## config.mk

```make
export PLATFORM = sky130hd
export DESIGN_NAME = qnigma_avg
export DESIGN_NICKNAME = d
export VERILOG_FILES = /design/src/rtl/qnigma_avg_pkg.sv /design/src/rtl/qnigma_avg_div.sv /design/src/rtl/qnigma_avg.sv
export SDC_FILE = /design/constraint.sdc
export NUM_CORES = 1
export LEC_CHECK = 0
export ABC_CLOCK_PERIOD_IN_PS = 3100
export BUFFER_PORTS_ARGS = -buffer_cell sky130_fd_sc_hd__buf_2
export CAP_MARGIN = 15
export CELL_PAD_IN_SITES_DETAIL_PLACEMENT = 0
export CELL_PAD_IN_SITES_GLOBAL_PLACEMENT = 1
export CORE_ASPECT_RATIO = 0.6
export CORE_MARGIN = 2
export CORE_UTILIZATION = 30
export CTS_CLUSTER_SIZE = 40
export DETAILED_ROUTE_END_ITERATION = 6
export MAX_ROUTING_LAYER = met4
export PLACE_DENSITY_LB_ADDON = 0.05
export SLEW_MARGIN = 20
export SYNTH_ARGS = -nofsm -noshare
export SYNTH_HDL_FRONTEND = slang
export SYNTH_SLANG_ARGS = --single-unit
```

## constraint.sdc

```tcl
create_clock -name clk -period 3.1 [get_ports clk]
set_input_delay 0 -clock clk [delete_from_list [all_inputs] [get_ports clk]]
set_output_delay 0 -clock clk [all_outputs]
set_load 0.1 [all_outputs]
```

## src/rtl/qnigma_avg_pkg.sv

```systemverilog
// Shared types and helpers for the qnigma_avg decimating averager.
package qnigma_avg_pkg;

    typedef enum logic {
        EMPTY = 1'b0,
        FILL  = 1'b1
    } state_t;

    function automatic int unsigned blk_len(input int unsigned n);
        return 32'd1 << n;
    endfunction

    // Half of one LSB of the mean, added before the shift when rounding
    function automatic int unsigned rnd_off(input int unsigned n);
        return (n == 0) ? 32'd0 : (32'd1 << (n - 1));
    endfunction

endpackage

```

## src/rtl/qnigma_avg_div.sv

```systemverilog
// Combinational mean from block sum: sum >> N, or round-half-up when
// QNIGMA_AVG_ROUND_EN is defined.
module qnigma_avg_div
    import qnigma_avg_pkg::*;
#(
    parameter int W = 8,
    parameter int N = 4
) (
    input  logic [W+N-1:0] sum,
    output logic [W-1:0]   avg
);

    logic [W+N-1:0] biased;

`ifdef QNIGMA_AVG_ROUND_EN
    localparam logic [W+N-1:0] RND = (W+N)'(rnd_off(N));
    // Cannot overflow: the largest sum is 2**N below the word limit
    assign biased = sum + RND;
`else
    assign biased = sum;
`endif

    assign avg = W'(biased >> N);

endmodule

```

## src/rtl/qnigma_avg.sv

```systemverilog
// Streaming averager: accumulates 2**N samples, strobes block sum and mean.
// Build option: QNIGMA_AVG_ROUND_EN selects round-half-up mean.
//
//   state | meaning
//   EMPTY | no samples held, acc == 0, cnt == 0
//   FILL  | partial block, cnt samples accumulated in acc
module qnigma_avg
    import qnigma_avg_pkg::*;
#(
    parameter int W = 8,
    parameter int N = 4
) (
    input  logic           clk,
    input  logic           rst,
    input  logic           clr,
    input  logic           in_val,
    input  logic [W-1:0]   in,
    output logic           out_val,
    output logic [W+N-1:0] sum,
    output logic [W-1:0]   avg,
    output logic [N-1:0]   fill
);

    localparam logic [N-1:0] LAST = N'(blk_len(N) - 1);

    state_t         state;
    logic [W+N-1:0] acc;
    logic [N-1:0]   cnt;
    logic [W+N-1:0] smp;
    logic [W+N-1:0] acc_in;
    logic [W-1:0]   avg_next;

    assign smp    = {{N{1'b0}}, in};
    assign acc_in = acc + smp;
    assign fill   = cnt;

    qnigma_avg_div #(.W(W), .N(N)) u_div (
        .sum (acc_in),
        .avg (avg_next)
    );

    always_ff @(posedge clk or posedge rst) begin
        if (rst) begin
            state   <= EMPTY;
            acc     <= '0;
            cnt     <= '0;
            out_val <= 1'b0;
            sum     <= '0;
            avg     <= '0;
        end else begin
            out_val <= 1'b0;
            if (clr) begin
                // Old block is dropped; a concurrent sample opens the next one
                if (in_val) begin
                    state <= FILL;
                    acc   <= smp;
                    cnt   <= N'(1);
                end else begin
                    state <= EMPTY;
                    acc   <= '0;
                    cnt   <= '0;
                end
            end else if (in_val) begin
                case (state)
                    EMPTY: begin
                        state <= FILL;
                        acc   <= smp;
                        cnt   <= N'(1);
                    end
                    FILL: begin
                        if (cnt == LAST) begin
                            sum     <= acc_in;
                            avg     <= avg_next;
                            out_val <= 1'b1;
                            state   <= EMPTY;
                            acc     <= '0;
                            cnt     <= '0;
                        end else begin
                            acc <= acc_in;
                            cnt <= cnt + N'(1);
                        end
                    end
                    default: begin
                        state <= EMPTY;
                        acc   <= '0;
                        cnt   <= '0;
                    end
                endcase
            end
        end
    end

endmodule

```

* Word-level counts from Yosys, hierarchy flattened
Cells that the tools add are included.
** Word-level totals
- Flip-flop bits (word level) :: 38
- Bits of input ports :: 12
- Output and inout bits :: 25
- Logic and storage cells :: 32
** Operators by class
- Add/sub/neg operators :: 2
- Eq/ne operators :: 1
- Multiplexer cells :: 19
- Bitwise gates (word level) :: 2
- Reduce and logical (&&, ||, !) cells :: 2
** Operator list (number)
- two-way mux 12 bit :: 3
- case mux 12 bit (2 select lines) :: 1
- adder 12 x 8 -> 12 bit :: 1
- two-way mux 4 bit :: 3
- two-way mux 1 bit :: 9
- two-way mux 8 bit :: 1
- case mux 4 bit (2 select lines) :: 1
- adder 4 x 1 -> 4 bit, second input constant :: 1
- == test 4 bit, second input constant :: 1
- AND reduction 4 bit :: 1
- inverter 1 bit :: 2
- case mux 1 bit (2 select lines) :: 1
- nonzero test 2 bit :: 1

* Depth between registers and ports, before layout
- Depth in word-level cells :: 5
- Gate-level depth with buffers :: 7
- Depth with buffers taken out :: 7

* Cells and area by module
A second synthesis with hierarchy kept.
** Unflattened totals
- Cells, all modules :: 182
- Area, all modules :: 2042.0 sq um
** Modules (own cells, without submodules)
- qnigma_avg :: times used 1, cells each 174, area an instance 1981.9 sq um, sequential area each 950.9 sq um
- qnigma_avg_div :: times used 1, cells each 8, area an instance 60.1 sq um, sequential area each 0.0 sq um

* Worst setup path after synthesis
No wires, ideal clock.
- Path kind :: register to register
- From :: register cnt[0], in the netlist fill[0]
- To :: register acc[0]
- Setup time :: 127 ps
- Data arrival time :: 2118 ps
- Required time :: 2973 ps
- Setup slack :: 855 ps
- Cell stages (with the launch flop) :: 7
- Buffers on the path :: 1
- Clock period less this slack :: 2245 ps
- Cells stage by stage :: dfrtp_1 -> ha_1 -> nand3_1 -> and3_1 -> buf_6 -> a222oi_1 -> inv_1
** On the way
- Cells in the longest elaborated chain, start to end :: 5
** RTL lines
- from (decl) :: RTL line qnigma_avg.sv:28 : logic [N-1:0] cnt;
- from (signal assigned) :: RTL line qnigma_avg.sv:80 : cnt <= cnt + N'(1);
- == test 4 bit :: RTL line qnigma_avg.sv:71 : if (cnt == LAST) begin
- two-way mux 12 bit :: RTL line qnigma_avg.sv:71
- case mux 12 bit (2 select lines) :: RTL line qnigma_avg.sv:64 : case (state)
- two-way mux 12 bit :: RTL line qnigma_avg.sv:63 : end else if (in_val) begin
- two-way mux 12 bit :: RTL line qnigma_avg.sv:52 : if (clr) begin
- to (signal assigned) :: RTL line qnigma_avg.sv:56 : acc <= smp;
- to (signal assigned) :: RTL line qnigma_avg.sv:67 : acc <= smp;
- to (signal assigned) :: RTL line qnigma_avg.sv:79 : acc <= acc_in;
- to (decl) :: RTL line qnigma_avg.sv:27 : logic [W+N-1:0] acc;
No other way between the ends. The select of a mux whose other input is x is not followed.
A chain may end at the register's enable or synchronous reset.

* Worst setup path in the final report
- From :: input port in[0]
- To :: register sum[8]
** On the way
- Cells in the longest elaborated chain, start to end :: 1
** RTL lines
- from (decl) :: RTL line qnigma_avg.sv:17 : input logic [W-1:0] in,
- adder 12 x 8 -> 12 bit :: RTL line qnigma_avg.sv:34 : assign acc_in = acc + smp;
- to (signal assigned) :: RTL line qnigma_avg.sv:72 : sum <= acc_in;
- to (decl) :: RTL line qnigma_avg.sv:19 : output logic [W+N-1:0] sum,
No other way between the ends.

==> summary.txt <==
Global route
  – First-pass GRT wire length: between 7 and 8 mm
  – Largest net degree at the start of global routing: 31
  – Total global-route track usage: 0.155
  – Total gr overflow: 0
  – Initial antenna violation count: 0
  – Number of global-route vias before repair: roughly 1600

Power
  – Int Power: approximately 690 uW
  – Pleak: ~0.0011 uW
  – Gate power share: 0.260
  – PD cells: roughly 460 nW/um2
  – Sequential share of power: 0.417
  – Peak supply drop: ~0.18 mV
  – Switch Pwr: 333 uW
  – Clock power share: 0.323
  – Switching share of power: 0.325

Finish
  – Register area: 751 um2
  – Synth-to-Final Area Change: 20.2%
  – Layout cell share with drive strength beyond 1: 0.271
  – Leading cell types in the layout, fill and taps excluded: buf_2 (36), dfrtp_1 (30), nand2_1 (25), o21ai_0 (12)
  – Diode count: 0
  – Final core occ: 0.367
  – Finished Layout Cells: around 310
  – Most common cell after layout, fill and taps aside: buf_2
  – # fillers: around 640
  – Design Area, Final: between 2000 and 2500 um2
  – Total Nets Final: between 200 and 300
  – Multi-input logic area: around 970 um2

Synthesis
  – Prevailing post-synth register cell: dfrtp_1
  – Synth Area in Adders: 0.0720
  – Fraction of registers with async set or reset after synthesis: 1.00
  – Largest family of logic cells by synthesized area: compound AO/OA/AOI/OAI gates
  – Cell Area, Synth: ~1800 um2
  – Mapped Nets: ~210
  – Yosys warnings: 0
  – Number of synthesized register bits: 30
  – Simple-Gate Fraction of Synth Area: 0.159
  – Post-synthesis mux area share: 0.0170
  – Synth Area in Compound Gates: 0.244
  – Synth unique cells: 50
  – Number of synthesized flops with an enable pin: 0
  – Post-synthesis cell count: 191
  – Mean Syn Cell Area: 9.65 um2
  – Register area share after synthesis: 0.407
  – Xor/xnor cell area share of the yosys netlist: 0.0333

Floorplan
  – Die H: 64.7 um
  – Core ar.: around 6000 um2
  – Initial Utilization: 0.306
  – Die width: roughly 110 um
  – Row cnt: 22
  – Die area: between 6000 and 7000 um2
  – I/O pin count: 37

Timing
  – Minimum clock period: about 2.1 ns
  – Final number of setup-violating endpoints: 0
  – Final hold violations: 0
  – RSZ-0062 raised after global routing: false
  – Setup TNS Final: 0 ns
  – Max-slew violations: 0
  – Hold_ws: slightly below 0.008 ns
  – Max Fclk: about 480 MHz
  – Part of the cycle the worst path needs: 0.676
  – Slew @ Worst Pin: about 0.73 ns
  – Slew HR: 0.515
  – Skew final: between 0.004 and 0.005 ns

Clocking
  – Clock Path Buffers: 2
  – # resized after CTS: 0
  – Inserted Clock Buffers: 5
  – CTS tree: done
  – Clk_lat worst skew: 0.28 ns
  – TritonCTS Sinks: 30
  – Clock Pin Slew Worst Setup and Hold Paths: 0.07 ns
  – Root Buffer: clkbuf_8
  – H-tree level count: 2

Critical path
  – Critical-path cell list: dlygate4sd3_1 > buf_2 > ha_1 > fa_1 > a211oi_1 > o21bai_2 > o22a_2 > xnor2_1 > o21ai_1
  – Setup Crit Path Kind: primary input to flop
  – FF-to-FF path depth: 7
  – Reg2reg start: acc[0]
  – CP Data Required Time: approximately 3.3 ns
  – Worst flop-to-flop path endpoint: sum[8]
  – CP Max Fanout: 3
  – Critical path capture point type: flop
  – Slowest cell delay on critical path: 0.53 ns
  – Critical Path Start: in[0]
  – Worst endpoint data arrival time: 2.25 ns
  – Worst reg-to-reg setup slack: between 1 and 1.5 ns
  – Critical path launch point type: primary input
  – Crit path max-delay cell type: dlygate4sd3_1

Route
  – Drt total wl: 4.64 mm
  – Drt drc: 0
  – Routed Antenna Nets: 0
  – DR vias/cell: between 5 and 6
  – Initial drt markers: 75
  – Number of iterations in the first detailed-routing pass: 6
  – Drt wl/cell: between 10 and 15 um
  – Vias post-DR: approximately 1600

Placement
  – Post-DP Area: a little over 2000 um2
  – Detail Placement HPWL: ~3.3 mm
  – Placed instance count: roughly 300
  – GP Congestion: between 0.7 and 0.8
  – Port bufs: 36

Worst hold path
  – Hold_sp: in[1]
  – Hold/Removal Path Class: primary input to flop
  – Hold EP: acc[1]
  – Hold path cells: 3

Run
  – Maxcap violations: 0

Status
  – Status: completed
==> sequential cells by signal, indices dropped and copies added, names as in the netlist <==
register,cells
sum,12
state,1
out_val,1
fill,4
acc,12
==> worst max-delay path by stage <==
stage                          to  slack (ns)  cells after the start
after floorplan            acc[0]        0.85                      6
after CTS                 sum[10]        1.01                      9
after detailed placement   sum[8]        1.01                      7
final                      sum[8]        1.00                      9
after global routing       sum[9]        0.79                      7
after global placement    sum[10]        1.05                      7
==> critical path: cells and delay by family <==
family / cells / cell delay (ns)
buf+inv: 2 / 0.66
compound gates: 4 / 0.77
xor+xnor: 1 / 0.18
fa+ha+maj: 2 / 0.65
==> per-layer routing <==
layer  vias up  part of all wire  routed length (um)  global-route usage
li1        763                 -                   -                   -
met1       769              0.53                2450               0.211
met2        34              0.41                1920               0.228
met3         7             0.045                 209              0.0372
met4         0             0.013                  60              0.0467
met5         -                 0                   0                   -
==> cell type report <==
class / count / share of cell area
Clock buffer: 7 / 0.0390
Inverter: 5 / 0.00904
Multi-Input combinational cell: 140 / 0.438
Timing Repair Buffer: 46 / 0.125
Tap cell: 84 / 0.0475
Clock inverter: 1 / 0.00226
Sequential cell: 30 / 0.339
==> power by group through the flow <==
stage                     Sequential [uW]  Clock (uW)  Combinational, uW
after global placement                433           0                259
after floorplan                       447           0                184
after global routing                  430         370                295
after detailed placement              435           0                257
final                                 427         331                266
after CTS                             427         348                267
==> cells by family after synthesis <==
kind of cell,after synthesis
AOI/OAI and AO/OA,61
xor gates and xnor gates,7
adders and majority gates,10
buffers and inverters,21
DFF,30
muxes,3
and+or+nand+nor,59
==> cell usage after synthesis (2+ instances only) <==
library cell	n	area, um2
a21oi_2	2	17.5
a22o_1	2	17.5
o21ai_1	6	30.0
dfrtp_1	30	751
and3_1	3	18.8
xnor2_1	4	35.0
nand2_1	25	93.8
nand2b_1	2	12.5
nor2_1	8	30.0
xor2_1	3	26.3
nor2b_1	2	12.5
clkbuf_1	3	11.3
ha_1	9	113
a21o_1	5	37.5
o21ai_0	12	60.1
nand3_1	8	40.0
a21oi_1	7	35.0
buf_2	3	15.0
inv_1	4	15.0
a31oi_1	2	12.5
nand4_1	3	18.8
o211ai_1	2	15.0
buf_4	9	67.6
a222oi_1	3	30.0
mux2i_1	2	20.0
o21a_1	3	22.5
a22oi_1	5	37.5
nand3_2	2	20.0
==> per-stage QoR <==
stage	total power (uW)	setup slack, ns
floorplan	631	0.855
global placement	692	1.05
detailed placement	691	1.01
CTS	1040	1.01
global route	1090	0.786
finish	1020	1.00
==> repair_timing <==
action                                 4_1_cts  5_1_grt
endpoints found under the hold margin       39        0
setup buffers                                0        0
hold buffers                                 9        0
(Power assumes the default switching activity.)
